File: src/rtl/vc_arbiter_demux.sv
// vc_arbiter_demux: arbitrates pops between the VC0/VC1 FIFOs and routes each popped word to D0/D1
// VC0 has priority but yields to a waiting VC1 after VC0_BURST consecutive pops.
module vc_arbiter_demux #(
  parameter int DATA_WIDTH = 6,
  parameter int DEST_BIT   = 4,
  parameter int VC0_BURST  = 4
) (
  input  logic                  clk,
  input  logic                  reset,
  input  logic                  init,
  input  logic                  empty_fifo_VC0,
  input  logic                  empty_fifo_VC1,
  input  logic [DATA_WIDTH-1:0] data_out_VC0,
  input  logic [DATA_WIDTH-1:0] data_out_VC1,
  input  logic                  pause_d0,
  input  logic                  pause_d1,
  output logic                  pop_VC0,
  output logic                  pop_VC1,
  output logic                  push_d0,
  output logic                  push_d1,
  output logic [DATA_WIDTH-1:0] data_out_d0,
  output logic [DATA_WIDTH-1:0] data_out_d1,
  output logic [7:0]            count_d0,
  output logic [7:0]            count_d1,
  output logic                  idle
);
  typedef enum logic [1:0] {S_RESET, S_INIT, S_IDLE, S_ACTIVE} state_t;
  state_t state_q, state_d;
  logic [3:0] burst_q, burst_d;
  logic s1_valid_q, s1_valid_d, s1_src_q, s1_src_d;
  logic push_d0_q, push_d0_d, push_d1_q, push_d1_d;
  logic [DATA_WIDTH-1:0] data_d0_q, data_d0_d, data_d1_q, data_d1_d, word;
  logic [7:0] count_d0_q, count_d0_d, count_d1_q, count_d1_d;
  logic can_pop, pipe_busy;
  // Any pause blocks pops: the destination is only known once the word is read.
  always_comb begin
    can_pop    = (state_q == S_IDLE || state_q == S_ACTIVE) && !init && !pause_d0 && !pause_d1;
    pop_VC0    = can_pop && !empty_fifo_VC0 && !(burst_q == 4'(VC0_BURST) && !empty_fifo_VC1);
    pop_VC1    = can_pop && !empty_fifo_VC1 && !pop_VC0;
    pipe_busy  = s1_valid_q || push_d0_q || push_d1_q;
    idle       = state_q == S_IDLE && !pop_VC0 && !pop_VC1 && !pipe_busy;
    word       = s1_src_q ? data_out_VC1 : data_out_VC0;
    state_d    = init ? S_INIT :
                 state_q == S_RESET ? S_INIT :
                 state_q == S_INIT ? S_IDLE :
                 (!empty_fifo_VC0 || !empty_fifo_VC1 || pipe_busy) ? S_ACTIVE : S_IDLE;
    burst_d    = (init || pop_VC1 || empty_fifo_VC1) ? '0 : burst_q + 4'(pop_VC0);
    s1_valid_d = pop_VC0 || pop_VC1;
    s1_src_d   = pop_VC1;
    push_d0_d  = !init && s1_valid_q && !word[DEST_BIT];
    push_d1_d  = !init && s1_valid_q && word[DEST_BIT];
    data_d0_d  = init ? '0 : push_d0_d ? word : data_d0_q;
    data_d1_d  = init ? '0 : push_d1_d ? word : data_d1_q;
    count_d0_d = init ? '0 : count_d0_q + 8'(push_d0_d);
    count_d1_d = init ? '0 : count_d1_q + 8'(push_d1_d);
  end
  always_ff @(posedge clk or negedge reset) begin
    if (!reset) begin
      state_q    <= S_RESET;
      burst_q    <= '0;
      s1_valid_q <= 1'b0;
      s1_src_q   <= 1'b0;
      push_d0_q  <= 1'b0;
      push_d1_q  <= 1'b0;
      data_d0_q  <= '0;
      data_d1_q  <= '0;
      count_d0_q <= '0;
      count_d1_q <= '0;
    end else begin
      state_q    <= state_d;
      burst_q    <= burst_d;
      s1_valid_q <= s1_valid_d;
      s1_src_q   <= s1_src_d;
      push_d0_q  <= push_d0_d;
      push_d1_q  <= push_d1_d;
      data_d0_q  <= data_d0_d;
      data_d1_q  <= data_d1_d;
      count_d0_q <= count_d0_d;
      count_d1_q <= count_d1_d;
    end
  end
  assign push_d0     = push_d0_q;
  assign push_d1     = push_d1_q;
  assign data_out_d0 = data_d0_q;
  assign data_out_d1 = data_d1_q;
  assign count_d0    = count_d0_q;
  assign count_d1    = count_d1_q;
endmodule

File: config.mk
export PLATFORM = sky130hd
export DESIGN_NAME = vc_arbiter_demux
export DESIGN_NICKNAME = d
export VERILOG_FILES = /design/src/rtl/vc_arbiter_demux.sv
export SDC_FILE = /design/constraint.sdc
export NUM_CORES = 1
export LEC_CHECK = 0
export BUFFER_PORTS_ARGS = -buffer_cell sky130_fd_sc_hd__buf_2
export CAP_MARGIN = 10
export CORE_ASPECT_RATIO = 0.7
export CORE_MARGIN = 4
export CORE_UTILIZATION = 35
export DETAILED_ROUTE_END_ITERATION = 10
export PLACE_DENSITY = 0.63
export SLEW_MARGIN = 10
export SYNTH_ARGS = -nofsm -noshare
export SYNTH_HDL_FRONTEND = slang
export SYNTH_SLANG_ARGS = --single-unit
File: constraint.sdc
create_clock -name clk -period 2.9 [get_ports clk]
set_clock_uncertainty 0.2 [all_clocks]
set_input_delay 0.58 -clock clk [delete_from_list [all_inputs] [get_ports clk]]
set_output_delay 0.58 -clock clk [all_outputs]
set_load 0.005 [all_outputs]
# After elaboration in Yosys (flattened, before gate mapping)
# Cells that the tools add are included.
# word_totals
latchBits,0
mem_bits_ro,0
n_memories,0
in_bits,19
regBits,38
ram_bits,0
word_cells,64
# op_classes
muxes,12
n_mul,0
reduce_logical,35
eq_ne,4
n_bitwise,0
magnitude_cmp,0
div_mod_pow,0
addsub,3
shift,0
# op_table
operator,n
2-to-1 mux 6 bit,5
adder 8 x 1 -> 8 bit,2
2-to-1 mux 8 bit,2
logical AND 1 bit,14
zero test 1 bit,10
logical OR 1 bit,8
adder 4 x 1 -> 4 bit,1
== test 2 bit (second input constant),2
== test 4 x 3 -> 1 bit (second input constant),1
2-to-1 mux 2 bit,2
2-to-1 mux 4 bit,1
nonzero test 2 bit,2
== test 2 x 1 -> 1 bit (second input constant),1
zero test 2 bit,1
2-to-1 mux 1 bit,2

# Longest topological paths before layout
# Gate-level depths: netlist of run 1.
# logic_depth
depth_word,12
ltp_mapped,9

# Worst setup path after synthesis of run 1
# No wires, ideal clock.
# synth_path
path_type,input port to flip-flop
start,input init
end,register burst_q[3]
t_arrival_ps,2139
path_stages,7
path_slack_ps,440
path_cell_list,buf_6 > or4b_4 > nor2_1 > ha_1 > nand3_1 > xor2_1 > a2111oi_1
# synth_between
elab_chain_len,11
# synth_rtl
item,line_no,rtl
start: declaration,10,"input logic init,"
zero test 1 bit (*),37,can_pop = (state_q == S_IDLE || state_q == S_ACTIVE) && !init && !pause_d0 && !pause_d1;
logical AND 1 bit (*) (3 in series),37,
logical AND 1 bit (*) (2 in series),38,pop_VC0 = can_pop && !empty_fifo_VC0 && !(burst_q == 4'(VC0_BURST) && !empty_fifo_VC1);
via pop_VC0,17,"output logic pop_VC0,"
branches (longest 4 deep; another with adder 4 x 1 -> 4 bit),n/a,
2-to-1 mux 4 bit (*),47,burst_d = (init || pop_VC1 || empty_fifo_VC1) ? '0 : burst_q + 4'(pop_VC0);
via burst_d[3],29,"logic [3:0] burst_q, burst_d;"
end signal: assignment,71,burst_q <= burst_d;
end: declaration,29,
# Mark *: on every way through the listed nets, which the timed path passes.
# A chain may end at the register's enable or synchronous reset.

# Final worst setup path of run 1
# layout_path
start,input empty_fifo_VC1
end,output pop_VC1
# layout_between
elab_chain_len,6
# layout_rtl
item,line_no,rtl
start: declaration,12,"input logic empty_fifo_VC1,"
zero test 1 bit (*),"38, 39",
logical AND 1 bit,38,
zero test 1 bit,38,
logical AND 1 bit,38,
zero test 1 bit,39,pop_VC1 = can_pop && !empty_fifo_VC1 && !pop_VC0;
logical AND 1 bit (*),39,
end: declaration,18,"output logic pop_VC1,"
# Every way passes the cells marked *; elsewhere a longest branch is shown, timed or not.

==> reports/metrics.yaml, run 1 <==
status: "complete, no violations"
max_cap_viol_count: 0
power.total_mw: 0.9842
post_synth_num_cell_types: 35
avgRoutedWirePerCell_um: 13.52
timing.critical_path.arrival_ns: 1.74
regToRegEndpoint: "count_d0[6]$_DFF_PN0_"
postRouteWirelength_um: 3949
postRouteAntennaNets: 0
hpwl_um: 2850
synth_enable_flop_cells: 0
mapped_cell_area_um2: 1763
pin_count_of_the_biggest_net_entering_global_routing: 39
finalHoldViolCount: 0
grtUsageTotal_pct: 13.45
pin_count: 52
starting_density_of_the_core_pct: 36.46
syn-instance-count: 168
tritoncts: "done"
ys_dominant_reg_cell: "sky130_fd_sc_hd__dfrtp_1"
cts.root.buffer_cell: "sky130_fd_sc_hd__clkbuf_8"
cts_num_sinks: 38
timing.slew.headroom_pct: 44.10
viasPerCell: 4.839
rsz0062_at_grt: "false"
routed-wl-met2_um: 1596
floorplan.core_area_um2: 4835
detail_route.iter0.violations: 61
tns_ns: 0
tritoncts.num_buffers: 5
grt_pass1_vias: 1324
fmax_ghz: 0.3962
timing.critical_path.required_ns: 2.12
final.period_utilization_pct: 87.04
floorplan.rows: 21
worst_r2r_path_depth: 7
cellPowerDensity_nw_per_um2: 450.0
met3_wirelength_um: 243
setup_viol: 0
static-leakage-power_nw: 1.079
syn2layout_area_growth_pct: 24.06
fillCellCount: 514
fp.dieArea_um2: 6255
cp-start-kind: "primary input"
worst_skew_pair.late_latency_ns: 0.29
drive_above_1_share_pct: 32.74
r2r_setup_slack_ns: 0.64
top_signal_layer_used: "met4"
route.vias.total: 1413
gp_routability_congestion: 0.8252
port_buffers: 51
post-cts-setup-buffer-count: 0
cts_resized: 0
wirelength_met1_um: 2066
worst_ir_drop_on_vdd_uv: 240.2
final_period_minus_worst_setup_slack_ns: 2.524
grt_remaining_overflow: 0
antenna_found_initial: 0
holdBufCountCts: 0
end_kind: "output pin"
cts-root-to-sink-buffers: 2
cts.htree.levels: 2
asyncSetResetFlopFracSynth_pct: 100.0
drc: 0
n_antenna_cell: 0
critPathKind: "in2out"
report.final.slew_viol_count: 0
worstPathMaxFanout: 6
syn_area_per_cell_um2: 10.49
part_of_the_yosys_area_used_for_sequential_elements_pct: 53.94
final_net_count: 247
worstHoldPathType: "in2async"
postSynthRegisterBits: 38
drtPass1Iterations: 4
timing.rr.start: "s1_src_q$_DFF_PN0_"
chipHeight_um: 67.38
clkSlewWorstSetupHoldPaths_ns: 0.08
syn_nets: 193
worst_pin_slew_ns: 0.8385
synthesis_warning_total: 0
dieWidth_um: 92.83
global_route_wire_length_before_repair_um: 6520
## layer usage
metal | track usage, % | vias to the layer above
met1 | 19.41 | 661
met3 | 4.120 | 5
met2 | 18.65 | 41
li1 | - | 706
met4 | 5.484 | 0
met5 | 0 | -
## where the power goes
part	leakage (nW)	internal [mW]	switching (mW)	total [mW]
Sequential	0.525	0.534	0.00302	0.537
Combinational	0.507	0.0250	0.0410	0.0660
Clock	0.0472	0.191	0.190	0.381
Total	1.08	0.750	0.234	0.984
## logic make-up (layout without fill, tap and decap cells)
family,count (synthesis),after routing,share of synthesized area [%]
AOI/OAI and AO/OA,30,30,9.440
xor gates and xnor gates,8,8,3.975
adders and majority gates,6,6,4.258
buffers and inverters,11,66,3.264
muxes,7,7,4.613
and+or+nand+nor,68,68,20.51
DFF,38,38,53.94
## worst max path at each step
stage	end	slack, ns	start
global placement	pop_VC1	0.38	empty_fifo_VC1
floorplan	burst_q[3]$_DFF_PN0_	0.44	init
global route	pop_VC1	0.28	empty_fifo_VC1
CTS	pop_VC1	0.34	empty_fifo_VC1
finish	pop_VC1	0.38	empty_fifo_VC1
detailed placement	burst_q[3]$_DFF_PN0_	0.34	init
## cell usage after synthesis, drive strengths merged, types with 5 or more instances
master	count	share of area [%]
dfrtp	38	54
or3	5	1.8
nor2b	5	1.8
nor3	21	6.0
nand3	7	2.3
mux2	6	4.0
nor2	12	2.6
ha	6	4.3
nand2	8	1.7
xor2	6	3.0
a21oi	20	5.9
buf	5	2.0
o21ai	6	1.7
## placed cells by master (no fill, tap or decap), types with 4 or more instances in the layout
cell and instances:
sky130_fd_sc_hd__dfrtp_1 38, sky130_fd_sc_hd__buf_4 5, sky130_fd_sc_hd__ha_1 6, sky130_fd_sc_hd__nand3_1 6, sky130_fd_sc_hd__nor3_1 21, sky130_fd_sc_hd__nand2_1 8, sky130_fd_sc_hd__xor2_1 6, sky130_fd_sc_hd__mux2_2 5
sky130_fd_sc_hd__nor2_1 12, sky130_fd_sc_hd__nor2b_1 5, sky130_fd_sc_hd__a21oi_1 19, sky130_fd_sc_hd__buf_2 51, sky130_fd_sc_hd__o21ai_0 4, sky130_fd_sc_hd__clkbuf_8 6, sky130_fd_sc_hd__or3_1 5
## worst max-delay path, stage by stage
cell and delay, ns:
sky130_fd_sc_hd__buf_2 0.14, sky130_fd_sc_hd__nor4_1 0.27, sky130_fd_sc_hd__a21o_1 0.25, sky130_fd_sc_hd__nor3b_1 0.32, sky130_fd_sc_hd__buf_2 0.18
## state kept, by name, summed over array words and instances, names as in the netlist
name and cells:
burst_q 4, count_d0 8, count_d1 8, data_out_d0 6, data_out_d1 6, push_d0 1
push_d1 1, s1_src_q 1, s1_valid_q 1, state_q 2
## per-stage QoR
stage	cell area, µm²	instances	hold WS [ns]	setup WS [ns]	utilization (%)
after floorplan	1763	168	0.08441	0.4396	-
after global placement	2092	284	0.3155	0.3816	43.27
after detailed placement	2092	284	0.3195	0.3413	43.27
after global routing	2187	292	0.2613	0.2828	45.24
final	2187	292	0.1859	0.3758	45.24
after CTS	2187	292	0.2208	0.3448	45.24
## final cells by class
cell class	count	area, µm²	share of cell area, %
flip-flops and latches	38	950.9	43.48
multi-input cells	119	754.5	34.50
repair buffers	56	292.8	13.39
well taps	69	86.33	3.947
clock buffers	6	82.58	3.776
clock inverters	2	12.51	0.5721
inverters	2	7.507	0.3432
Power figures use the tool's default switching activity.
==> run 2: changes to the inputs <==
RECOVER_POWER = 25   (was unset)
SLEW_MARGIN = 0   (was 10)
==> reports/metrics.yaml, run 2 (synthesis gave the netlist of run 1 again) <==
starting_density_of_the_core_pct: 36.46
static-leakage-power_nw: 1.072
timing.critical_path.arrival_ns: 1.74
power.total_mw: 0.9838
critPathMostFrequentCell: "sky130_fd_sc_hd__buf_2"
hold_path_startpoint: "empty_fifo_VC0"
cts.htree.levels: 2
postRouteWirelength_um: 3946
final_net_count: 247
critPathKind: "in2out"
layout_commonest_cell: "sky130_fd_sc_hd__buf_2"
pin_count_of_the_biggest_net_entering_global_routing: 39
timing.slew.headroom_pct: -34.14
worst_ir_drop_on_vdd_uv: 240.2
viasPerCell: 4.846
cts_resized: 0
tritoncts: "done"
critical_path.n_buffers_inverters: 2
drtPass1Iterations: 4
postRouteAntennaNets: 0
antenna_found_initial: 0
drive_above_1_share_pct: 31.84
tritoncts.num_buffers: 5
regToRegEndpoint: "count_d1[6]$_DFF_PN0_"
max_cap_viol_count: 1
chipHeight_um: 67.38
final_hold_slack_ns: 0.3107
holdBufCountCts: 0
tns_ns: 0
cts-root-to-sink-buffers: 2
final.period_utilization_pct: 87.04
status: "complete, but fails checks"
grt_pass1_vias: 1324
hpwl_um: 2850
syn2layout_area_growth_pct: 23.78
gp_routability_congestion: 0.8252
post-cts-setup-buffer-count: 0
sequential_cell_area_um2: 950.9
cellPowerDensity_nw_per_um2: 450.8
grt_remaining_overflow: 0
worst_skew_pair.late_latency_ns: 0.29
fmax_ghz: 0.3962
worst_path_max_delay_cell: "sky130_fd_sc_hd__nor3b_1"
n_antenna_cell: 0
crit_path_max_cell_delay_ns: 0.32
report.final.slew_viol_count: 39
fp.dieArea_um2: 6255
fillCellCount: 515
path_delay_family: "simple AND/OR/NAND/NOR gates"
timing.critical_path.required_ns: 2.12
grtUsageTotal_pct: 13.45
global_route_wire_length_before_repair_um: 6520
dieWidth_um: 92.83
fin_util_pct: 45.13
layout.cells.most_common_list: "sky130_fd_sc_hd__buf_2, sky130_fd_sc_hd__dfrtp_1, sky130_fd_sc_hd__nor3_1"
end_kind: "output pin"
rsz0062_at_grt: "false"
worst_pin_slew_ns: 2.012
final_period_minus_worst_setup_slack_ns: 2.524
clkSlewWorstSetupHoldPaths_ns: 0.07
drc: 0
multi_input_area_um2: 754.5
crit_path_cell_trace: "buf_2 > nor4_1 > a21o_1 > nor3b_1 > buf_2"
worstHoldPathType: "in2reg"
floorplan.core_area_um2: 4835
r2r_setup_slack_ns: 0.57
port_buffers: 51
setup_viol: 0
avgRoutedWirePerCell_um: 13.51
hold_depth: 2
worstHoldEndpoint: "s1_valid_q$_DFF_PN0_"
cts.root.buffer_cell: "sky130_fd_sc_hd__clkbuf_8"
finalHoldViolCount: 0
timing.rr.start: "s1_src_q$_DFF_PN0_"
worstPathMaxFanout: 6
cp-start-kind: "primary input"
worst_r2r_path_depth: 8
route.vias.total: 1415
floorplan.rows: 21
failed_checks: "max-capacitance violations, max-slew violations"
detail_route.iter0.violations: 61
pin_count: 52
cts_num_sinks: 38
==> run 2: worst max-delay path by stage <==
stage,startpoint,end,cells after the start
floorplan,init,burst_q[3]$_DFF_PN0_,7
global placement,empty_fifo_VC1,pop_VC1,5
detailed placement,init,burst_q[3]$_DFF_PN0_,7
CTS,empty_fifo_VC1,pop_VC1,5
global route,reset,state_q[1]$_DFF_PN0_,1
finish,empty_fifo_VC1,pop_VC1,5
==> run 2: metrics by stage <==
step | instance area (µm²) | setup WS [ns] | instances
floorplan | 1763 | 0.4396 | 168
global placement | 2092 | 0.3816 | 284
detailed placement | 2092 | 0.3413 | 284
CTS | 2187 | 0.3448 | 292
global route | 2182 | 0.2005 | 292
finish | 2182 | 0.3758 | 292
==> run 2: cell type report <==
cell class | instances | area share, %
Timing Repair Buffer | 56 | 13.19
Clock buffer | 6 | 3.784
Inverter | 2 | 0.3440
Sequential cell | 38 | 43.58
Clock inverter | 2 | 0.5734
Multi-Input combinational cell | 119 | 34.58
Tap cell | 69 | 3.956
==> run 2: routing by layer <==
layer / vias to the layer above / share of wire (%) / track usage [%]
met5: - / 0 / 0
li1: 706 / - / -
met1: 663 / 52 / 19.41
met2: 41 / 41 / 18.65
met3: 5 / 6.1 / 4.120
met4: 0 / 1.1 / 5.484
==> run 2: worst reg2reg max path: stages (launching register included) <==
cell,delay (ns)
sky130_fd_sc_hd__dfrtp_1,0.38
sky130_fd_sc_hd__clkbuf_1,0.32
sky130_fd_sc_hd__mux2i_1,0.16
sky130_fd_sc_hd__nor2_1,0.17
sky130_fd_sc_hd__ha_1,0.22
sky130_fd_sc_hd__ha_1,0.22
sky130_fd_sc_hd__nand2_1,0.08
sky130_fd_sc_hd__or3_1,0.34
sky130_fd_sc_hd__a21oi_1,0.16
==> run 2: where the power goes <==
part	switching, mW	total, mW	internal [mW]
clock network	0.190	0.381	0.191
logic	0.0410	0.0656	0.0246
registers	0.00302	0.537	0.534
==> run 3: changes to the inputs <==
clock period = 3 ns   (was 2.9 ns; I/O delays follow)
==> reports/metrics.yaml, run 3 (synthesis gave the netlist of run 1 again) <==
max_cap_viol_count: 1
layout_commonest_cell: "sky130_fd_sc_hd__buf_2"
cts.htree.levels: 2
fp.dieArea_um2: 6255
crit_path_cell_trace: "buf_2 > nor4_1 > a21o_1 > nor3b_1 > buf_2"
viasPerCell: 4.931
timing.critical_path.arrival_ns: 1.68
dpl_worst_slack_ns: 0.4056
syn2layout_area_growth_pct: 25.83
final_net_count: 245
dieWidth_um: 92.83
grt_pass1_vias: 1317
port_buffers: 51
rsz0062_at_grt: "false"
worstPathMaxFanout: 6
end_kind: "output pin"
global_route_wire_length_before_repair_um: 6624
critPathKind: "in2out"
pin_count: 52
n_antenna_cell: 0
final_setup_slack_of_the_worst_path_ns: 0.5169
final_period_minus_worst_setup_slack_ns: 2.483
path_delay_family: "simple AND/OR/NAND/NOR gates"
cellPowerDensity_nw_per_um2: 501.5
cts_resized: 0
post-cts-setup-buffer-count: 0
worst_skew_pair.late_latency_ns: 0.28
critical_path.n_buffers_inverters: 2
worst_pin_slew_ns: 2.022
final.period_utilization_pct: 82.77
critPathMostFrequentCell: "sky130_fd_sc_hd__buf_2"
hpwl_um: 2862
worstHoldPathType: "in2reg"
crit_path_max_cell_delay_ns: 0.28
route.vias.total: 1430
timing.rr.start: "s1_src_q$_DFF_PN0_"
pin_count_of_the_biggest_net_entering_global_routing: 39
antenna_found_initial: 0
timing.critical_path.required_ns: 2.20
final_hold_slack_ns: 0.3316
floorplan.rows: 21
status: "complete, but fails checks"
postRouteWirelength_um: 3936
clkSlewWorstSetupHoldPaths_ns: 0.07
cp-start-kind: "primary input"
postRouteAntennaNets: 0
fmax_ghz: 0.4027
hold_path_startpoint: "empty_fifo_VC0"
chipHeight_um: 67.38
static-leakage-power_nw: 1.090
setup_viol: 0
gp_routability_congestion: 0.8056
cts.root.buffer_cell: "sky130_fd_sc_hd__clkbuf_8"
cts-root-to-sink-buffers: 2
grt_remaining_overflow: 0
floorplan.core_area_um2: 4835
report.final.slew_viol_count: 39
cts_num_sinks: 38
worst_ir_drop_on_vdd_uv: 251.9
drc: 0
detail_route.iter0.violations: 51
drtPass1Iterations: 4
layout.cells.most_common_list: "sky130_fd_sc_hd__buf_2, sky130_fd_sc_hd__dfrtp_1, sky130_fd_sc_hd__nor3_1"
timing.slew.headroom_pct: -34.81
worst_path_max_delay_cell: "sky130_fd_sc_hd__nor4_1"
tritoncts: "done"
finalHoldViolCount: 0
failed_checks: "max-capacitance violations, max-slew violations"
tns_ns: 0
crit_path_start: "empty_fifo_VC1"
holdBufCountCts: 0
starting_density_of_the_core_pct: 36.46
drive_above_1_share_pct: 31.67
avgRoutedWirePerCell_um: 13.57
grtUsageTotal_pct: 13.71
tritoncts.num_buffers: 5
[run 3: cell types whose count changed in the layout (fill, tap and decap cells not counted)]
cell,previous run,this run
sky130_fd_sc_hd__bufinv_16,0,2
sky130_fd_sc_hd__buf_4,4,3
sky130_fd_sc_hd__clkbuf_1,2,1
sky130_fd_sc_hd__clkinv_2,1,0
sky130_fd_sc_hd__clkinvlp_4,1,0
[run 3: through the flow]
stage / cell area (µm²) / utilization, % / power, mW / cells
2_1_floorplan: 1763 / - / 0.5614 / 168
3_3_place_gp: 2077 / 42.96 / 0.5935 / 282
3_5_place_dp: 2077 / 42.96 / 0.5940 / 282
4_1_cts: 2220 / 45.91 / 1.127 / 290
5_1_grt: 2218 / 45.89 / 1.161 / 290
6_report: 2218 / 45.89 / 1.113 / 290
[run 3: final timing paths]
check                                                  end  slack (ns)  depth (start not counted)
worst max-delay path                               pop_VC1        0.52                          5
worst min-delay path                  s1_valid_q$_DFF_PN0_        0.33                          2
worst max register to register       count_d0[6]$_DFF_PN0_        0.56                          7
worst min register to register  data_out_d1[4]$_DFFE_PN0P_        0.34                          2
max in group asynchronous       data_out_d1[5]$_DFFE_PN0P_        0.75                          1
min in group asynchronous            count_d0[5]$_DFF_PN0_        0.68                          1
[run 3: final cells by class]
class | count | area [µm²]
timing repair buffer | 54 | 276.5
tap | 69 | 86.33
sequential | 38 | 950.9
multi-input combinational | 119 | 754.5
fill | 485 | 2616
clock inverter | 2 | 60.06
clock buffer | 6 | 82.58
inverter | 2 | 7.507
[run 3: report_power, final]
part | leakage (nW) | total (mW) | internal [mW] | switching [mW]
combinational | 0.494 | 0.0627 | 0.0235 | 0.0392
clock | 0.0714 | 0.530 | 0.355 | 0.175
sequential | 0.525 | 0.520 | 0.517 | 0.00346
[run 3: per-layer routing]
metal | up-vias | share of wire (%) | track usage [%]
li1 | 700 | - | -
met1 | 678 | 51 | 20.49
met2 | 48 | 42 | 19.19
met3 | 4 | 7.1 | 4.232
met4 | 0 | 0.53 | 3.291
met5 | - | 0 | 0
